<file path="src/rtl/lif_neuron.sv">
// Leaky integrate-and-fire neuron.
// Consumes one unsigned weighted sum per timestep, leaks the membrane
// potential by vmem >> LEAK_SHIFT on every accepted timestep, fires a
// one-cycle spike when the potential reaches THRESH, and reports the spike
// count after a window of TIMESTEPS accepted sums.
module lif_neuron #(
    parameter int SUM_WIDTH  = 19,
    parameter int VMEM_WIDTH = 24,
    parameter int THRESH     = 1000,
    parameter int LEAK_SHIFT = 4,
    parameter int REFRAC     = 2,
    parameter int TIMESTEPS  = 8
) (
    input  logic                  clk,
    input  logic                  rst,
    input  logic                  start,
    input  logic                  sum_valid,
    input  logic [SUM_WIDTH-1:0]  sum_in,
    output logic                  spike_out,
    output logic [VMEM_WIDTH-1:0] vmem_out,
    output logic [7:0]            spike_count,
    output logic                  busy,
    output logic                  done
);

    localparam int TS_W  = $clog2(TIMESTEPS + 1);
    localparam int REF_W = (REFRAC > 0) ? $clog2(REFRAC + 1) : 1;

    localparam logic [VMEM_WIDTH:0] THRESH_W = (VMEM_WIDTH + 1)'(THRESH);
    localparam logic [TS_W-1:0]     TS_LAST  = TS_W'(TIMESTEPS - 1);
    localparam logic [REF_W-1:0]    REF_INIT = REF_W'(REFRAC);

    typedef enum logic [1:0] {
        IDLE,
        INTEGRATE,
        REFRACTORY
    } state_t;

    state_t state, state_nx;

    logic [VMEM_WIDTH-1:0] vmem, vmem_nx;
    logic [7:0]            cnt, cnt_nx;
    logic [TS_W-1:0]       ts_cnt, ts_nx;
    logic [REF_W-1:0]      ref_cnt, ref_nx;
    logic                  spike_nx, done_nx;

    logic [VMEM_WIDTH:0]   vsum;
    logic [VMEM_WIDTH-1:0] vnext;
    logic                  fire;
    logic                  accept;
    logic                  last;

    assign vmem_out    = vmem;
    assign spike_count = cnt;

    // Leak, integrate and saturate; decide whether this timestep fires.
    always_comb begin
        vsum   = {1'b0, vmem - (vmem >> LEAK_SHIFT)}
               + {{(VMEM_WIDTH + 1 - SUM_WIDTH){1'b0}}, sum_in};
        vnext  = vsum[VMEM_WIDTH] ? '1 : vsum[VMEM_WIDTH-1:0];
        fire   = ({1'b0, vnext} >= THRESH_W);
        // start wins over a coincident sample; IDLE never accepts samples
        accept = sum_valid && !start && (state != IDLE);
        last   = (ts_cnt == TS_LAST);
    end

    // State register.
    always_ff @(posedge clk) begin
        if (rst) begin
            state <= IDLE;
        end else begin
            state <= state_nx;
        end
    end

    // Next-state logic: window end has priority over spike/refractory moves.
    always_comb begin
        state_nx = state;
        if (start) begin
            state_nx = INTEGRATE;
        end else if (accept) begin
            if (last) begin
                state_nx = IDLE;
            end else if (state == INTEGRATE) begin
                if (fire && (REFRAC > 0)) begin
                    state_nx = REFRACTORY;
                end
            end else if (ref_cnt <= REF_W'(1)) begin
                state_nx = INTEGRATE;
            end
        end
    end

    // State-derived outputs.
    always_comb begin
        busy = (state != IDLE);
    end

    // Next values of the datapath registers.
    always_comb begin
        vmem_nx  = vmem;
        cnt_nx   = cnt;
        ts_nx    = ts_cnt;
        ref_nx   = ref_cnt;
        spike_nx = 1'b0;
        done_nx  = 1'b0;
        if (start) begin
            vmem_nx = '0;
            cnt_nx  = '0;
            ts_nx   = '0;
            ref_nx  = '0;
        end else if (accept) begin
            ts_nx   = ts_cnt + TS_W'(1);
            done_nx = last;
            if (state == INTEGRATE) begin
                if (fire) begin
                    spike_nx = 1'b1;
                    vmem_nx  = '0;
                    cnt_nx   = (cnt == 8'hFF) ? cnt : cnt + 8'd1;
                    ref_nx   = REF_INIT;
                end else begin
                    vmem_nx = vnext;
                end
            end else begin
                // refractory timestep: sample dropped, potential pinned at 0
                vmem_nx = '0;
                if (ref_cnt != '0) begin
                    ref_nx = ref_cnt - REF_W'(1);
                end
            end
        end
    end

    // Datapath registers; spike_out and done are registered one-cycle pulses.
    always_ff @(posedge clk) begin
        if (rst) begin
            vmem      <= '0;
            cnt       <= '0;
            ts_cnt    <= '0;
            ref_cnt   <= '0;
            spike_out <= 1'b0;
            done      <= 1'b0;
        end else begin
            vmem      <= vmem_nx;
            cnt       <= cnt_nx;
            ts_cnt    <= ts_nx;
            ref_cnt   <= ref_nx;
            spike_out <= spike_nx;
            done      <= done_nx;
        end
    end

endmodule

</file>
<file path="config.mk">
export PLATFORM = sky130hd
export DESIGN_NAME = lif_neuron
export DESIGN_NICKNAME = d
export VERILOG_FILES = /design/src/rtl/lif_neuron.sv
export SDC_FILE = /design/constraint.sdc
export NUM_CORES = 1
export LEC_CHECK = 0
export CORE_ASPECT_RATIO = 1.1
export CORE_MARGIN = 1.5
export CORE_UTILIZATION = 25
export DETAILED_ROUTE_END_ITERATION = 8
export SLEW_MARGIN = 20
export SYNTH_ARGS = -nofsm -noshare
export SYNTH_HDL_FRONTEND = slang
export SYNTH_SLANG_ARGS = --single-unit
export TNS_END_PERCENT = 1
</file>
<file path="constraint.sdc">
create_clock -name clk -period 9.1 [get_ports clk]
set_clock_uncertainty 0.2 [all_clocks]
set_input_delay 1.82 -clock clk [delete_from_list [all_inputs] [get_ports clk]]
set_output_delay 1.82 -clock clk [all_outputs]
set_load 0.005 [all_outputs]
</file>
==> results.yml <==
hold_path:
  whs_path_depth: 2
  hp-class: "reg2reg"
routing:
  drc: 0
  ant_nets: 0
  drt-wirelength-per-cell_um: 13.9
  drt_iter0_drc: 172
  first_pass_iters: 5
  viasPerCell: 4.95
  vias: 4030
  routed_wl_um: 11300
final_layout:
  nets: 680
  fillers: 1772
  fin_util_pct: 31.1
  area_delta_synth_final_pct: 21.4
  multi_input_area_mm2: 0.00312
  final-seq-area_um2: 841
  n_antenna_cell: 0
  drive_gt1_share_pct: 4.43
synth:
  syn_area_per_cell_um2: 7.45
  yosysWarnings: 0
  synth_top_family_by_area: "compound AO/OA/AOI/OAI gates"
  ys_top_cells_by_area: "dfxtp_1 (20%), ha_1 (14%), a21oi_1 (6.4%)"
  ys_ff_latch: 42
  synth_enable_flop_cells: 0
  mappedNetlistNets: 634
  synthArstFlopShare_pct: 0
  netlist-cell-type-count: 59
  synth_xor_xnor_area_share_pct: 8.35
  synth-main-ff-cell: "dfxtp_1"
  muxShareOfSynthArea_pct: 1.19
  syn_inst: 563
  synth_top_area_cell: "dfxtp_1"
  yosysSeqAreaShare_pct: 20.0
  syn_area_mm2: 0.00420
  yosysTopAreaCellShare_pct: 20.0
  synthSimpleGateAreaFrac_pct: 22.9
  synth_compound_area_share_pct: 27.2
  synth-adder-area-share_pct: 14.7
cts:
  cts_tree: "done"
  clockRootBuffer: "clkbuf_16"
  cts-buffers-inserted: 5
  cts_buffer_depth: 2
  cts_sinks: 42
  ctsHoldBuffers: 0
  cts.clk_slew.worst_paths_ns: 0.06
  cts_setup_buffers: 0
  insertion_delay_ns: 0.28
  htreeDepth: 2
  ctsResizeCount: 0
floorplanning:
  start_util_pct: 25.6
  dieArea_mm2: 0.0176
  coreArea_mm2: 0.0164
  pin_count: 58
  num_rows: 49
  die_y_um: 139
  fp.dieW_um: 127
timing:
  grt_setup_unrepaired: "no"
  drv_slew: 0
  worstMarginPinSlew_ns: 0.707
  fin_crit_ns: 6.08
  max_freq_mhz: 164
  period_share_pct: 66.8
  setup-violations-final: 0
  slew_headroom_pct: 52.7
  tns_ns: 0
  hold_viol: 0
power:
  ir_worst_vdd_v: 0.0000661
  p_leak_nw: 2.13
  power_density_mw_per_mm2: 79.2
  total_power_uw: 404
grt:
  globalRouteOverflowTotal: 0
  grt_pass1_vias: 3878
  track_usage_pct: 12.9
  antenna_found_initial: 0
  grt_pass1_wl_um: 18700
  grt_max_degree: 26
job:
  maxCapViolCount: 0
run_status:
  status: "completed"
placement:
  dp_hpwl_um: 9240
  gp_congestion: 0.835
  numPortBuffers: 57
worst_setup_path:
  cp-start-kind: "input port"
  path_cells: "clkdlybuf4s50_1 > ha_1 > fa_1 > a211oi_4 > o21ai_2 > a211oi_2 > nor2_1 > or3_1 > a2111o_1 > a311o_1 > a2111oi_2 > nand3_2 > or3_1 > o21ai_2"
  cp-end-kind: "flip-flop"
  cp.required_ns: 9.12
  max_stage_delay_ns: 0.61
  r2r.worst_path.cells: 20
  critPathSlowestCell: "or3_1"
  cp_max_fo: 10
  cp.arrival_ns: 6.10
  critical_path_class: "in2reg"
==> final cells by class <==
class,count,area share [%]
flip-flops and latches,42,16.5
multi-input cells,460,61.2
clock inverters,2,0.270
repair buffers,59,11.5
well taps,204,5.01
clock buffers,6,2.53
inverters,41,3.02
==> power breakdown <==
group | switching (mW) | internal [mW]
clock | 0.0708 | 0.102
combinational | 0.0251 | 0.0209
sequential | 0.000540 | 0.185
==> cell families after synthesis <==
kind of cell / count (synthesis)
buf+inv: 61
flops: 42
xor+xnor: 40
fa+ha+maj: 48
compound gates: 170
simple gates: 197
mux: 5
==> final timing paths <==
path / startpoint / endpoint / slack (ns)
worst max-delay path: sum_in[0] / vmem_out[3] / 3.02
worst min-delay path: vmem_out[0] / vmem_out[0] / 0.28
worst max register to register: vmem_out[0] / vmem_out[3] / 3.29
worst min register to register: vmem_out[0] / vmem_out[0] / 0.28
==> per-stage QoR <==
| stage | area [um2] | instances | setup slack [ns] | hold WS [ns] |
|---|---|---|---|---|
| 4_1_cts | 5090 | 814 | 3.00 | 0.285 |
| 6_report | 5090 | 814 | 3.02 | 0.284 |
| 5_1_grt | 5090 | 814 | 2.77 | 0.302 |
| 3_5_place_dp | 4950 | 806 | 2.69 | 0.273 |
| 3_3_place_gp | 4950 | 806 | 2.76 | 0.271 |
| 2_1_floorplan | 4200 | 563 | 3.60 | 0.254 |
==> synth_stat cells (all sizes together), types with 5 or more instances <==
| master | count |
|---|---|
| and3 | 9 |
| o2111ai | 5 |
| or3 | 12 |
| nand3 | 14 |
| ha | 46 |
| o21a | 8 |
| o21bai | 8 |
| nor2 | 44 |
| nand2 | 59 |
| mux2i | 5 |
| nor3 | 20 |
| inv | 41 |
| xnor2 | 28 |
| a211o | 6 |
| o21ai | 41 |
| a21oi | 54 |
| xor2 | 12 |
| o211ai | 6 |
| a21o | 13 |
| clkbuf | 17 |
| a211oi | 7 |
| nand4 | 9 |
| dfxtp | 42 |
==> registers in the layout, indices dropped and copies added, names as in the netlist <==
| signal | flops |
|---|---|
| state | 2 |
| spike_count | 8 |
| ts_cnt | 4 |
| done | 1 |
| ref_cnt | 2 |
| vmem_out | 24 |
| spike_out | 1 |
==> per-layer routing <==
layer / share of wire (%) / up-vias / track usage [%] / wire length [um]
met5: 0 / - / 0 / 0
met4: 1.2 / 0 / 3.27 / 133
met3: 3.9 / 10 / 2.04 / 445
met2: 44 / 68 / 21.0 / 5010
met1: 51 / 1833 / 17.7 / 5730
li1: - / 2119 / - / -
==> cell usage in the layout, fill, tap and decap left out, types with 4 or more instances in the layout <==
cell             count
o211ai_1             6
o31ai_1              4
o21bai_1             8
mux2i_1              5
clkbuf_16            5
a211o_1              6
nor2_1              44
nor2b_1              4
xor2_1              12
ha_1                46
dfxtp_1             42
nand4_1              9
nor3_1              20
a21o_1              13
o21ai_0             27
nand2b_1             4
clkdlybuf4s50_1     57
o2111ai_1            5
xnor2_1             28
nand2_1             59
a211oi_1             5
nand3_1             13
and3_1               9
inv_1               41
o21ai_2             11
or3_1               12
and2_1               4
o21a_1               8
a21oi_1             54
==> worst max-delay path, delay by kind of cell <==
| family | cells | cell delay (ns) |
|---|---|---|
| adder cells (fa/ha/maj) | 2 | 0.69 |
| AND/OR/NAND/NOR | 4 | 1.28 |
| buffers and inverters | 1 | 0.41 |
| AO/OA/AOI/OAI | 7 | 1.90 |
No activity file was read; power rests on OpenSTA's default activity.
